===== src/rtl/sub_pkg.sv =====
// Shared types for the serial subtractor: FSM state encoding and the
// one-bit borrow-subtract equation used by the bit cell.
package sub_pkg;

  typedef enum logic [1:0] {
    IDLE = 2'b00,
    RUN  = 2'b01,
    DONE = 2'b10
  } sub_state_e;

  // Returns {bout, d} for a single bit of a - b - bin.
  function automatic logic [1:0] fs_bit(input logic a, input logic b, input logic bin);
    logic d;
    logic bout;
    d    = a ^ b ^ bin;
    bout = (~a & b) | (~(a ^ b) & bin);
    return {bout, d};
  endfunction

endpackage


===== src/rtl/full_subtractor.sv =====
// Combinational one-bit full subtractor cell: d = a - b - bin, with borrow out.
module full_subtractor
  import sub_pkg::*;
(
  input  logic a,
  input  logic b,
  input  logic bin,
  output logic d,
  output logic bout
);

  logic [1:0] cell_s;

  // Bit-cell evaluation through the shared package equation.
  always_comb begin
    cell_s = fs_bit(a, b, bin);
    d      = cell_s[0];
    bout   = cell_s[1];
  end

endmodule


===== src/rtl/serial_subtractor.sv =====
// Bit-serial unsigned subtractor: A - B computed LSB first, one bit per clock,
// with a (INPUT_WIDTH+1)-bit two's-complement result whose MSB is the final borrow.
module serial_subtractor
  import sub_pkg::*;
#(
  parameter int INPUT_WIDTH = 4
) (
  input  logic                   clk,
  input  logic                   rst,
  input  logic                   start,
  input  logic [INPUT_WIDTH-1:0] A,
  input  logic [INPUT_WIDTH-1:0] B,
  output logic [INPUT_WIDTH:0]   Diff,
  output logic                   busy,
  output logic                   done
);

  localparam int CW = $clog2(INPUT_WIDTH + 1);
  localparam logic [CW-1:0] CNT_LAST = CW'(INPUT_WIDTH - 1);
  localparam logic [CW-1:0] CNT_ONE  = CW'(1);

  sub_state_e             state_q, state_d;
  logic [INPUT_WIDTH-1:0] a_q, a_d;
  logic [INPUT_WIDTH-1:0] b_q, b_d;
  logic [INPUT_WIDTH-1:0] res_q, res_d;
  logic                   borrow_q, borrow_d;
  logic [CW-1:0]          cnt_q, cnt_d;
  logic [INPUT_WIDTH:0]   diff_q, diff_d;
  logic                   busy_q, busy_d;
  logic                   done_q, done_d;

  logic                   d_s;
  logic                   bout_s;

  full_subtractor u_cell (
    .a    (a_q[0]),
    .b    (b_q[0]),
    .bin  (borrow_q),
    .d    (d_s),
    .bout (bout_s)
  );

  // Next-state logic: operand load, per-bit shift and result capture.
  always_comb begin
    state_d  = state_q;
    a_d      = a_q;
    b_d      = b_q;
    res_d    = res_q;
    borrow_d = borrow_q;
    cnt_d    = cnt_q;
    diff_d   = diff_q;

    case (state_q)
      IDLE: begin
        if (start) begin
          a_d      = A;
          b_d      = B;
          res_d    = '0;
          borrow_d = 1'b0;
          cnt_d    = '0;
          state_d  = RUN;
        end else begin
          state_d  = IDLE;
        end
      end
      RUN: begin
        // Result bits enter at the MSB so that after INPUT_WIDTH shifts
        // bit 0 holds the first (LSB) difference bit.
        a_d      = a_q >> 1;
        b_d      = b_q >> 1;
        res_d    = (res_q >> 1) | {d_s, {(INPUT_WIDTH-1){1'b0}}};
        borrow_d = bout_s;
        cnt_d    = cnt_q + CNT_ONE;
        if (cnt_q == CNT_LAST) begin
          diff_d  = {bout_s, res_d};
          state_d = DONE;
        end else begin
          state_d = RUN;
        end
      end
      DONE: begin
        if (start) begin
          a_d      = A;
          b_d      = B;
          res_d    = '0;
          borrow_d = 1'b0;
          cnt_d    = '0;
          state_d  = RUN;
        end else begin
          state_d  = IDLE;
        end
      end
      default: begin
        state_d = IDLE;
      end
    endcase

    busy_d = (state_d == RUN);
    done_d = (state_d == DONE);
  end

  // State and output registers; reset aborts any operation immediately.
  always_ff @(posedge clk or posedge rst) begin
    if (rst) begin
      state_q  <= IDLE;
      a_q      <= '0;
      b_q      <= '0;
      res_q    <= '0;
      borrow_q <= 1'b0;
      cnt_q    <= '0;
      diff_q   <= '0;
      busy_q   <= 1'b0;
      done_q   <= 1'b0;
    end else begin
      state_q  <= state_d;
      a_q      <= a_d;
      b_q      <= b_d;
      res_q    <= res_d;
      borrow_q <= borrow_d;
      cnt_q    <= cnt_d;
      diff_q   <= diff_d;
      busy_q   <= busy_d;
      done_q   <= done_d;
    end
  end

  assign Diff = diff_q;
  assign busy = busy_q;
  assign done = done_q;

endmodule


===== config.mk =====
export PLATFORM = sky130hd
export DESIGN_NAME = serial_subtractor
export DESIGN_NICKNAME = d
export VERILOG_FILES = /design/src/rtl/sub_pkg.sv /design/src/rtl/full_subtractor.sv /design/src/rtl/serial_subtractor.sv
export SDC_FILE = /design/constraint.sdc
export NUM_CORES = 1
export LEC_CHECK = 0
export ABC_AREA = 1
export CAP_MARGIN = 10
export CORE_UTILIZATION = 25
export DETAILED_ROUTE_END_ITERATION = 6
export PLACE_DENSITY_LB_ADDON = 0.25
export SKIP_CTS_REPAIR_TIMING = 1
export SYNTH_ARGS = -nofsm -noshare
export SYNTH_HDL_FRONTEND = slang
export SYNTH_SLANG_ARGS = --single-unit
export TNS_END_PERCENT = 100

===== constraint.sdc =====
create_clock -name clk -period 1.7 [get_ports clk]
set_input_delay 0.255 -clock clk [delete_from_list [all_inputs] [get_ports clk]]
set_output_delay 0.255 -clock clk [all_outputs]
set_load 0.01 [all_outputs]

# After elaboration in Yosys (flattened, before gate mapping)
# Cells that the tools add are included.
dict set report totals {
  reg_bits 25
  latchBits 0
  ram_bits 0
  rom_bits 0
  input_bits 11
  out_inout_bits 7
  word_cells 42
  memories 0
}
dict set report op_classes {
  add_sub_neg 1
  multipliers 0
  div_mod_pow 0
  order_cmp 0
  n_eq_ne 6
  n_shift 0
  mux 13
  bitwise_logic 8
  reduce_logical 5
}
# operator n
set op_table {}
lappend op_table {{$pmux 4 s2} 3}
lappend op_table {{$mux 4} 3}
lappend op_table {{$pmux 3 s2} 1}
lappend op_table {{$eq 2x1->1 const B} 2}
lappend op_table {{$eq 2x2->1 const B} 2}
lappend op_table {{$or 3x4->4} 1}
lappend op_table {{$pmux 2 s2} 1}
lappend op_table {{$reduce_and 2->1} 2}
lappend op_table {{$add 3x1->3 const B} 1}
lappend op_table {{$eq 3x2->1 const B} 1}
lappend op_table {{$mux 3} 1}
lappend op_table {{$and 1x1->1} 2}
lappend op_table {{$logic_not 2->1} 1}
lappend op_table {{$mux 1} 2}
lappend op_table {{$mux 2} 1}
lappend op_table {{$ne 2x1->1 const B} 1}
lappend op_table {{$not 1->1} 2}
lappend op_table {{$pmux 1 s2} 1}
lappend op_table {{$reduce_bool 2->1} 1}
lappend op_table {{$reduce_or 2->1} 1}
lappend op_table {{$xor 1x1->1} 2}
lappend op_table {{$or 1x1->1} 1}

# Depth between registers and ports, before layout
dict set report logic_depth {
  ltp_word 5
  mapped_depth 6
  ltp_nobuf 5
}

# By module
# Synthesis repeated with hierarchy kept, for this count alone.
dict set report unflattened {
  cells_unflattened 129
  hier_area_um2 1129.8
}
# module n_inst cells_per_inst area_per_inst_um2 seq_area_each_um2
set by_module_without_submodules {}
lappend by_module_without_submodules {serial_subtractor 1 125 1098.6 600.6}
lappend by_module_without_submodules {full_subtractor 1 4 31.3 0.0}

# Worst setup path after synthesis
# No wires, ideal clock.
dict set report synth_timing {
  path_kind {flip-flop to flip-flop}
  start {register cnt_q[0]}
  end {register diff_q[0], in the netlist Diff[0]}
  arrival_ns 1.177
  required_time_ns 1.635
  path_slack_ns 0.458
  stages_incl_launch_ff 7
  path_buffers 1
  synth_period_minus_slack_ns 1.242
  cell_sequence {dfrtp_1 ha_1 ha_1 clkbuf_2 nand3_1 nand2_1 nand2_1}
}
dict set report synth_between {
  elab_chain_len 2
}
# element line_no
set synth_lines {}
lappend synth_lines {{from (decl)} serial_subtractor.sv:27} ;# logic [CW-1:0] cnt_q, cnt_d;
lappend synth_lines {{from (signal assigned)} serial_subtractor.sv:120} ;# cnt_q <= cnt_d;
lappend synth_lines {{$eq 3x2->1} serial_subtractor.sv:74} ;# if (cnt_q == CNT_LAST) begin
lappend synth_lines {{$reduce_and 2->1 (no line)} n/a}
lappend synth_lines {{to (signal assigned)} serial_subtractor.sv:121} ;# diff_q <= diff_d;
lappend synth_lines {{to (decl)} serial_subtractor.sv:28} ;# logic [INPUT_WIDTH:0] diff_q, diff_d;
# No other way between the ends.
# A chain may end at the register's enable or synchronous reset.

# Worst setup path in the final report
dict set report layout_timing {
  start {register diff_q[1], in the netlist Diff[1]}
  end {output port Diff[1]}
}
# element line_no
set layout_lines {}
lappend layout_lines {{to (decl)} serial_subtractor.sv:13} ;# output logic [INPUT_WIDTH:0] Diff,
# No word-level cell between the ends.

==> flow_metrics.env <==
export IMPL_via_count=864
export IMPL_synth_area_leaders="dfrtp_1 53%, nand2_1 19%, nand3_1 9.3%"
export IMPL_synth_xor_area_share_pct=0
export IMPL_hold_ws_ps=330
export IMPL_hold_viol=0
export IMPL_setup_viol=0
export IMPL_cp_cell_sequence="clkdlybuf4s50_1"
export IMPL_die_area_mm2=0.00479
export IMPL_rsz0062_at_grt="false"
export IMPL_arrival_ps=1180
export IMPL_root_buffer="clkbuf_8"
export IMPL_final_antenna_net_count=0
export IMPL_switching_share_pct=39.7
export IMPL_htreeDepth=1
export IMPL_p_switching_w=0.000976
export IMPL_fin_ws_ps=265
export IMPL_post_route_util_pct=31.8
export IMPL_worst_path_max_fanout=2
export IMPL_skew_ps=3.54
export IMPL_critical_path_class="reg2out"
export IMPL_min_period_ps=1440
export IMPL_place_gp_congestion=0.723
export IMPL_clockPowerShare_pct=15.5
export IMPL_min_period_over_period_pct=84.4
export IMPL_dr_pass1_iters=4
export IMPL_yosysTopAreaCellShare_pct=53.2
export IMPL_cts_sinks=24
export IMPL_via_per_inst=4.34
export IMPL_synth_nets=143
export IMPL_yosys_top_cells_count="58 x nand2_1, 24 x dfrtp_1, 21 x nand3_1"
export IMPL_clock_latency_ps=260
export IMPL_critPathBufInv=1
export IMPL_row_count=24
export IMPL_fin_nets=162
export IMPL_insertedDiodeCount=0
export IMPL_dp_slack_ps=314
export IMPL_slowest_delay_ps=560
export IMPL_syn_area_mm2=0.00113
export IMPL_fin_setup_tns_ps=0
export IMPL_clk_pin_slew_worst_paths_ps=80
export IMPL_syn_avg_cell_area_um2=8.76
export IMPL_seqCellArea_um2=601
export IMPL_fp_coreArea_mm2=0.00435
export IMPL_power_frac_comb_pct=44.5
export IMPL_yosysTopAreaCell="dfrtp_1"
export IMPL_ir_worst_vdd_uv=458
export IMPL_hold_class="in2async"
export IMPL_worst_pin_slew_ps=305
export IMPL_drc=0
export IMPL_synth_main_ff_cell="dfrtp_1"
export IMPL_port_buffers=17
export IMPL_endpoint_kind="output port"
export IMPL_crit_path_top_delay_cell="clkdlybuf4s50_1"
export IMPL_numCtsBuffers=3
export IMPL_synthAdderAreaFrac_pct=3.99
export IMPL_grt_max_degree=25
export IMPL_ys_warn_count=0
export IMPL_power_density_mw_per_mm2=1770
export IMPL_syn_instance_count=129
export IMPL_synth_simple_area_share_pct=32.9
export IMPL_drive_gt1_share_pct=7.48
export IMPL_syn2layout_area_growth_pct=22.6
export IMPL_seqPwrFrac_pct=39.9
export IMPL_clock_fmax_ghz=0.697
export IMPL_antenna_found_initial=0
export IMPL_yosysMostFrequentCell="nand2_1"
export IMPL_grt_overflow=0
export IMPL_initial_core_util_pct=25.9
export IMPL_dp_cells=195
export IMPL_status="finished, final reports clean"
export IMPL_drv_cap=0
export IMPL_final_cells=199
export IMPL_grt_pass1_wl_um=3800
export IMPL_synth_top_family_by_area="simple AND/OR/NAND/NOR gates"
export IMPL_synth_edff_count=0
export IMPL_synth_async_reset_ratio_pct=100
export IMPL_drt_iter0_markers=69
export IMPL_pin_count=18
export IMPL_internal_power_w=0.00148
export IMPL_cts_tree="built"
export IMPL_ys_seq_elements=24
export IMPL_track_usage_pct=9.83
export IMPL_crit_family="buffers and inverters"
export IMPL_die_w_um=69.2
export IMPL_synthMuxAreaShare_pct=0
export IMPL_synth_compound_area_share_pct=0.886
export IMPL_grt_pass1_vias=881
export IMPL_max_clock_path_buffers=2
export IMPL_drv_slew=0
export IMPL_wl_per_cell_um=10.7
export IMPL_multi_input_area_um2=427
export IMPL_die_h_um=69.2
export IMPL_nFillCells=447
export IMPL_wl_um=2140
export IMPL_start_kind="register"
export IMPL_total_leakage_power_nw=0.736
export IMPL_ys_seq_area_share_pct=53.2
export IMPL_synth_cell_type_count=15
export IMPL_critical_path_required_ps=1440
export IMPL_relSlewSlack_pct=79.7
export IMPL_post_dp_hpwl_um=1510
[path summary, 6_finish.rpt]
check	startpoint	endpoint	slack, ps	cells after the start
setup / recovery	Diff[1]	Diff[1]	260	1
hold / removal	rst	borrow_q	330	3
setup reg to reg	cnt_q[0]	Diff[1]	320	5
hold reg to reg	Diff[0]	Diff[0]	490	2
max in group asynchronous	rst	cnt_q[1]	1130	3
min in group clk	Diff[0]	Diff[0]	490	2
[per-layer routing]
layer	vias to the layer above	global-route usage [%]	share of wire [%]
met1	418	12.3	47
met2	11	15.7	48
met5	-	0	0
met4	0	5.44	1.3
met3	2	2.03	3.2
li1	433	-	-
[power groups by stage]
stage                     Sequential (W)  Combinational [W]  Clock (W)
final                           0.000981            0.00109   0.000381
after floorplan                 0.000974           0.000845          0
after detailed placement        0.000994            0.00111          0
after global routing             0.00101            0.00126   0.000433
after global placement          0.000986            0.00109          0
after CTS                       0.000984            0.00112   0.000395
[cells by family after synthesis]
family                   count (synthesis)
adder cells (fa/ha/maj)                  3
AND/OR/NAND/NOR                         83
flip-flops                              24
buffers and inverters                   17
AO/OA/AOI/OAI                            2
[final cells by class]
class	instances	area share, %
clock buffer	4	3.97
inverter	12	3.79
multi-input combinational	88	30.8
sequential	24	43.4
tap	52	4.70
timing repair buffer	19	13.4
[state kept, by name (all words and copies together) (netlist names)]
register / flops
Diff: 5
a_q: 4
b_q: 4
cnt_q: 3
res_q: 3
state_q: 2
borrow_q: 1
busy: 1
done: 1
[layout by cell type, fill, tap and decap left out]
| master | instances |
|---|---|
| clkbuf_8 | 4 |
| o21ai_1 | 1 |
| nor2_4 | 1 |
| inv_1 | 11 |
| nand2_1 | 58 |
| nand2_8 | 1 |
| inv_8 | 1 |
| nand3_1 | 21 |
| fa_1 | 1 |
| nand2_4 | 1 |
| dfrtp_1 | 24 |
| ha_1 | 2 |
| nand2_2 | 1 |
| buf_4 | 2 |
| clkdlybuf4s50_1 | 17 |
| o21ai_0 | 1 |
[per-stage QoR]
step | area [µm²] | total power, W
final | 1390 | 0.00246
after detailed placement | 1330 | 0.00211
after global placement | 1330 | 0.00208
after floorplan | 1130 | 0.00182
after global routing | 1390 | 0.00270
after CTS | 1390 | 0.00250
No activity file was read; power rests on OpenSTA's default activity.
